$ cat src/rtl/carregador_framebuffer_if.sv
// Pixel stream and framebuffer write-port bundle for carregador_framebuffer.
//   pixel_in/pixel_sof/pixel_valid : source -> loader, qualified by pixel_ready
//   pixel_ready                    : loader -> source, pixel accepted this cycle
//   linha/coluna/byte_entrada      : loader -> framebuffer, write address/data
//   escrever_na_matriz             : loader -> framebuffer, one-cycle write strobe
// master = pixel source / framebuffer side, slave = the loader.
interface carregador_framebuffer_if;
  logic [7:0] pixel_in;
  logic       pixel_sof;
  logic       pixel_valid;
  logic       pixel_ready;
  logic [7:0] linha;
  logic [8:0] coluna;
  logic       escrever_na_matriz;
  logic [7:0] byte_entrada;

  modport master (
    output pixel_in, pixel_sof, pixel_valid,
    input  pixel_ready, linha, coluna, escrever_na_matriz, byte_entrada
  );

  modport slave (
    input  pixel_in, pixel_sof, pixel_valid,
    output pixel_ready, linha, coluna, escrever_na_matriz, byte_entrada
  );
endinterface

$ cat src/rtl/carregador_framebuffer.sv
// Write-side engine for the LARGURA x ALTURA 8-bit framebuffer. Accepts a
// raster-ordered pixel stream and turns it into framebuffer writes. In
// reduction mode the source is 2*LARGURA x 2*ALTURA and only even-row /
// even-column pixels are written.
// Ports:
//   clock, reset  : single clock, asynchronous active-high reset
//   start         : request to load a frame (ignored while loading)
//   modo_reducao  : 0 = native size source, 1 = 2x source decimated 2:1
//   fb            : pixel stream in / framebuffer write port out (slave side)
//   busy          : high while loading
//   frame_done    : one-cycle pulse after the final pixel is written
//   erro          : sticky framing error, cleared by reset or accepted start
module carregador_framebuffer #(
  parameter int LARGURA = 320,
  parameter int ALTURA  = 240
) (
  input  logic                     clock,
  input  logic                     reset,
  input  logic                     start,
  input  logic                     modo_reducao,
  carregador_framebuffer_if.slave  fb,
  output logic                     busy,
  output logic                     frame_done,
  output logic                     erro
);

  typedef enum logic [1:0] {OCIOSO, CARREGANDO, CONCLUIDO} estado_t;

  localparam logic [9:0] W_NORMAL  = 10'(LARGURA - 1);
  localparam logic [9:0] W_REDUCAO = 10'(2 * LARGURA - 1);
  localparam logic [8:0] H_NORMAL  = 9'(ALTURA - 1);
  localparam logic [8:0] H_REDUCAO = 9'(2 * ALTURA - 1);

  estado_t    state_reg, state_next;
  logic [9:0] src_x_reg, src_x_next;
  logic [8:0] src_y_reg, src_y_next;
  logic       modo_reg, modo_next;
  logic       erro_reg, erro_next;
  logic       ready_reg, ready_next;
  logic       busy_reg, busy_next;
  logic       done_reg, done_next;
  logic       esc_reg, esc_next;
  logic [7:0] linha_reg, linha_next;
  logic [8:0] coluna_reg, coluna_next;
  logic [7:0] byte_reg, byte_next;

  // Effective position of the pixel being accepted (after SOF resync).
  logic [9:0] eff_x;
  logic [8:0] eff_y;
  logic [9:0] w_lim;
  logic [8:0] h_lim;
  logic       accept;
  logic       first;

  always_ff @(posedge clock or posedge reset) begin
    if (reset) begin
      state_reg  <= OCIOSO;
      src_x_reg  <= '0;
      src_y_reg  <= '0;
      modo_reg   <= 1'b0;
      erro_reg   <= 1'b0;
      ready_reg  <= 1'b0;
      busy_reg   <= 1'b0;
      done_reg   <= 1'b0;
      esc_reg    <= 1'b0;
      linha_reg  <= '0;
      coluna_reg <= '0;
      byte_reg   <= '0;
    end else begin
      state_reg  <= state_next;
      src_x_reg  <= src_x_next;
      src_y_reg  <= src_y_next;
      modo_reg   <= modo_next;
      erro_reg   <= erro_next;
      ready_reg  <= ready_next;
      busy_reg   <= busy_next;
      done_reg   <= done_next;
      esc_reg    <= esc_next;
      linha_reg  <= linha_next;
      coluna_reg <= coluna_next;
      byte_reg   <= byte_next;
    end
  end

  always_comb begin
    state_next  = state_reg;
    src_x_next  = src_x_reg;
    src_y_next  = src_y_reg;
    modo_next   = modo_reg;
    erro_next   = erro_reg;
    esc_next    = 1'b0;
    linha_next  = linha_reg;
    coluna_next = coluna_reg;
    byte_next   = byte_reg;
    eff_x       = src_x_reg;
    eff_y       = src_y_reg;
    w_lim       = modo_reg ? W_REDUCAO : W_NORMAL;
    h_lim       = modo_reg ? H_REDUCAO : H_NORMAL;
    // ready_reg is high exactly while in CARREGANDO
    accept      = fb.pixel_valid && ready_reg;
    first       = (src_x_reg == '0) && (src_y_reg == '0);

    case (state_reg)
      OCIOSO, CONCLUIDO: begin
        if (start) begin
          state_next = CARREGANDO;
          modo_next  = modo_reducao;
          src_x_next = '0;
          src_y_next = '0;
          erro_next  = 1'b0;
        end else if (state_reg == CONCLUIDO) begin
          state_next = OCIOSO;
        end
      end
      CARREGANDO: begin
        if (accept) begin
          // A misplaced SOF restarts the raster at (0,0); a missing SOF on
          // the first pixel is only flagged.
          if (fb.pixel_sof && !first) begin
            erro_next = 1'b1;
            eff_x     = '0;
            eff_y     = '0;
          end else if (!fb.pixel_sof && first) begin
            erro_next = 1'b1;
          end

          if (!modo_reg || (!eff_x[0] && !eff_y[0])) begin
            esc_next = 1'b1;
          end
          linha_next  = modo_reg ? eff_y[8:1] : eff_y[7:0];
          coluna_next = modo_reg ? eff_x[9:1] : eff_x[8:0];
          byte_next   = fb.pixel_in;

          if (eff_x == w_lim) begin
            src_x_next = '0;
            src_y_next = eff_y + 9'd1;
            if (eff_y == h_lim) begin
              state_next = CONCLUIDO;
            end
          end else begin
            src_x_next = eff_x + 10'd1;
            src_y_next = eff_y;
          end
        end
      end
      default: state_next = OCIOSO;
    endcase

    // Status outputs are registered copies of the next state so they line
    // up with the final write strobe.
    ready_next = (state_next == CARREGANDO);
    busy_next  = (state_next == CARREGANDO);
    done_next  = (state_next == CONCLUIDO);
  end

  assign fb.pixel_ready        = ready_reg;
  assign fb.escrever_na_matriz = esc_reg;
  assign fb.linha              = linha_reg;
  assign fb.coluna             = coluna_reg;
  assign fb.byte_entrada       = byte_reg;
  assign busy                  = busy_reg;
  assign frame_done            = done_reg;
  assign erro                  = erro_reg;

endmodule

$ cat src/flat_wrapper.sv
// flat-port wrapper written by rule: the top's interface ports become plain ports
module carregador_framebuffer_flat 
#(
  parameter int LARGURA = 320,
  parameter int ALTURA  = 240
)
  (clock, reset, start, modo_reducao, busy, frame_done, erro, fb_pixel_in, fb_pixel_sof, fb_pixel_valid, fb_pixel_ready, fb_linha, fb_coluna, fb_escrever_na_matriz, fb_byte_entrada);
  carregador_framebuffer_if fb_i ();
  input  logic clock;
  input  logic reset;
  input  logic start;
  input  logic modo_reducao;
  output logic busy;
  output logic frame_done;
  output logic erro;
  input wire logic [$bits(fb_i.pixel_in)-1:0] fb_pixel_in;
  input wire logic [$bits(fb_i.pixel_sof)-1:0] fb_pixel_sof;
  input wire logic [$bits(fb_i.pixel_valid)-1:0] fb_pixel_valid;
  output wire logic [$bits(fb_i.pixel_ready)-1:0] fb_pixel_ready;
  output wire logic [$bits(fb_i.linha)-1:0] fb_linha;
  output wire logic [$bits(fb_i.coluna)-1:0] fb_coluna;
  output wire logic [$bits(fb_i.escrever_na_matriz)-1:0] fb_escrever_na_matriz;
  output wire logic [$bits(fb_i.byte_entrada)-1:0] fb_byte_entrada;
  assign fb_i.pixel_in = fb_pixel_in;
  assign fb_i.pixel_sof = fb_pixel_sof;
  assign fb_i.pixel_valid = fb_pixel_valid;
  assign fb_pixel_ready = fb_i.pixel_ready;
  assign fb_linha = fb_i.linha;
  assign fb_coluna = fb_i.coluna;
  assign fb_escrever_na_matriz = fb_i.escrever_na_matriz;
  assign fb_byte_entrada = fb_i.byte_entrada;
  carregador_framebuffer #(.LARGURA(LARGURA), .ALTURA(ALTURA)) u_core (.clock(clock), .reset(reset), .start(start), .modo_reducao(modo_reducao), .fb(fb_i), .busy(busy), .frame_done(frame_done), .erro(erro));
endmodule
$ cat config.mk
export PLATFORM = sky130hd
export DESIGN_NAME = carregador_framebuffer_flat
export DESIGN_NICKNAME = d
export VERILOG_FILES = /design/src/rtl/carregador_framebuffer_if.sv /design/src/rtl/carregador_framebuffer.sv /design/src/flat_wrapper.sv
export SDC_FILE = /design/constraint.sdc
export NUM_CORES = 1
export LEC_CHECK = 0
export ABC_AREA = 1
export CAP_MARGIN = 20
export CORE_MARGIN = 4
export CORE_UTILIZATION = 40
export CTS_CLUSTER_SIZE = 30
export DETAILED_ROUTE_END_ITERATION = 10
export HOLD_SLACK_MARGIN = 0.05
export SYNTH_ARGS = -nofsm -noshare
export SYNTH_HDL_FRONTEND = slang
export SYNTH_SLANG_ARGS = --single-unit
$ cat constraint.sdc
create_clock -name clock -period 7.4 [get_ports clock]
set_input_delay 0.74 -clock clock [delete_from_list [all_inputs] [get_ports clock]]
set_output_delay 0.74 -clock clock [all_outputs]
set_load 0.01 [all_outputs]
==> run summary <==
status = finished clean
DR vias = 2590
WHS = 0.483 ns
clk sinks = 51
WP data required = 7.60 ns
Slew Viols, Final = 0
total track usage = 0.185
final wirelength = 7.43 mm
Final Cycle Share = 0.462
critical-path cell list = clkdlybuf4s50_1 -> nand2_4 -> inv_2 -> nor2_2 -> ha_1 -> inv_1 -> nor2_1 -> nand3_1 -> nor2_4 -> inv_1 -> nor2_2 -> nand2_1 -> o21ai_1 -> nand2_1
TritonCTS clock tree = yes
Placeable Area = 6870 sq um
Worst Skew = 0.0106 ns
n_diodes = 0
Routed Antenna Nets = 0
Synth async-reset ratio = 1.00
Largest register FFs = 10
FF+latch count, synth = 51
Leak = 1.59 nW
area occupied by multi-input gates = 1320 sq um
Worst Path Max Fanout = 14
initial drt markers = 244
CTS buffer count = 5
drt drc = 0
Avg Cell Area, Syn = 7.38 sq um
Die Y = 92.6 um
overall power = 0.000822 W
initial core utilization = 0.417
share of cells above drive strength 1 = 0.0682
Nets = 440
initial antenna violation count = 0
DR WL/cell = 14.3 um
gp weighted congestion = 0.944
P&R area growth vs syn = 18.9%
CP Launch Type = primary input
First-pass DRT Iterations = 6
Root Driver = clkbuf_8
final setup fails = 0
Design Area, Final = 3410 sq um
FILL cells = 693
Clock transition at path regs = 0.09 ns
relative slew slack = 0.409
global-route wire length before repair = 12.6 mm
detailed placer's ending HPWL = 5.28 mm
fmax = 292 MHz
max_cap viols = 0
final setup TNS = 0 ns
Worst Path Arrival = 3.62 ns
H-tree lvl count = 2
Setup CP Type = in2reg
pin count of the biggest net entering global routing = 38
largest stage delay on the critical path = 0.54 ns
die width = 92.6 um
Cells after Synth = 388
postcts setup bufs = 0
synth unique cells = 32
Synth Flop Type = dfrtp_1
clk buf depth = 2
hold violation total from the final report = 0
Die ar. = 8580 sq um
Register Area = 1280 sq um
io pins = 44
clk_lat worst skew = 0.31 ns
Post-synth EDFFs = 0
Slew @ Worst Pin = 0.883 ns
Post-Syn Area = 2860 sq um
RSZ-0062 raised after global routing = false
Tmin final = 3.42 ns
Synth warnings = 0
vias per inst = 4.97
I/O Buffers = 43
vias in the first global route = 2457
CTS Hold Bufs = 0
post-synthesis sequential area ratio = 0.446
power per cell area = 242 nW/um^2
crit path capture type = flop
HP Class = reg2reg
VDD IR max = 108 uV
placed cell area = 3320 sq um
# resized after CTS = 0
Slowest-stage cell, CP = clkdlybuf4s50_1
grt total ovfl = 0
Std-Cell Rows = 30
Synthesized Nets = 404
==> stage by stage <==
stage | std cells | util | setup slack (ns)
floorplan | 388 | - | 4.93
global placement | 512 | 0.480 | 3.84
detailed placement | 513 | 0.483 | 3.73
CTS | 521 | 0.496 | 4.03
global route | 521 | 0.496 | 3.75
finish | 521 | 0.496 | 3.98
==> Yosys cell counts, types with 2 or more instances <==
| master | count | area [sq um] |
|---|---|---|
| buf_6 | 3 | 33.8 |
| nor2_2 | 3 | 18.8 |
| buf_2 | 4 | 20.0 |
| inv_1 | 37 | 139 |
| nor2_1 | 46 | 173 |
| nand3_2 | 5 | 50.1 |
| clkbuf_1 | 4 | 15.0 |
| inv_2 | 2 | 7.51 |
| nand2_1 | 127 | 477 |
| clkbuf_8 | 2 | 27.5 |
| a21oi_1 | 8 | 40.0 |
| nor3_1 | 4 | 20.0 |
| a31oi_1 | 5 | 31.3 |
| nand2_2 | 2 | 12.5 |
| nor2_4 | 3 | 33.8 |
| o22ai_1 | 6 | 37.5 |
| o21ai_0 | 27 | 135 |
| xor2_1 | 4 | 35.0 |
| dfrtp_1 | 51 | 1280 |
| o21ai_1 | 4 | 20.0 |
| ha_1 | 2 | 25.0 |
| nand4_1 | 4 | 25.0 |
| nand3_1 | 26 | 130 |
==> cell type report <==
type / instances / area share
multi-input combinational: 282 / 0.386
sequential: 51 / 0.375
timing repair buffer: 45 / 0.134
inverter: 39 / 0.0430
tap: 96 / 0.0353
clock buffer: 5 / 0.0202
clock inverter: 3 / 0.00588
==> worst max-delay path, delay by kind of cell <==
kind                     cells  cell delay, ns
AO/OA/AOI/OAI                1            0.21
buffers and inverters        4            0.84
adder cells (fa/ha/maj)      1            0.23
AND/OR/NAND/NOR              8            1.60
==> path summary, 6_finish.rpt <==
check / cells past startpoint / startpoint / end / slack [ns]
max in group asynchronous: 3 / reset / u_core.src_y_reg[4]$_DFFE_PP0P_ / 6.08
min: 2 / u_core.fb.byte_entrada[3]$_DFFE_PP0P_ / u_core.fb.byte_entrada[3]$_DFFE_PP0P_ / 0.48
max reg2reg: 17 / u_core.src_x_reg[3]$_DFFE_PP0P_ / u_core.fb.pixel_ready$_DFF_PP0_ / 4.03
max: 14 / fb_pixel_sof / u_core.fb.pixel_ready$_DFF_PP0_ / 3.98
min in group asynchronous: 2 / reset / u_core.src_x_reg[4]$_DFFE_PP0P_ / 0.78
min reg2reg: 2 / u_core.fb.byte_entrada[3]$_DFFE_PP0P_ / u_core.fb.byte_entrada[3]$_DFFE_PP0P_ / 0.48
==> cell usage in the layout, fill, tap and decap left out, types with 5 or more instances in the layout <==
cell / n
nand3_1: 26
nor2_1: 45
inv_1: 36
dfrtp_1: 51
nand2_1: 127
o21ai_0: 27
a21oi_1: 8
a31oi_1: 5
clkdlybuf4s50_1: 43
nand3_2: 5
o22ai_1: 6
clkbuf_8: 5
==> power by group <==
part / internal, W / total, W / switching [W]
clock network: 0.0000661 / 0.000165 / 0.0000993
logic: 0.000126 / 0.000286 / 0.000160
registers: 0.000329 / 0.000371 / 0.0000417
==> cell families after synthesis <==
logic type      count (synthesis)  share of synthesized area
xor+xnor                        4                     0.0122
flops                          51                      0.446
fa+ha+maj                       2                    0.00874
buf+inv                        55                     0.0957
compound gates                 53                      0.100
simple gates                  223                      0.338
==> layer usage <==
| layer | vias to the layer above | wire, um | global-route usage |
|---|---|---|---|
| met5 | - | 0 | 0 |
| met4 | 0 | 106 | 0.0537 |
| met3 | 11 | 595 | 0.0341 |
| met2 | 95 | 3250 | 0.277 |
| met1 | 1172 | 3480 | 0.271 |
| li1 | 1312 | - | - |
Note: power is estimated with default switching activity, not from simulation.
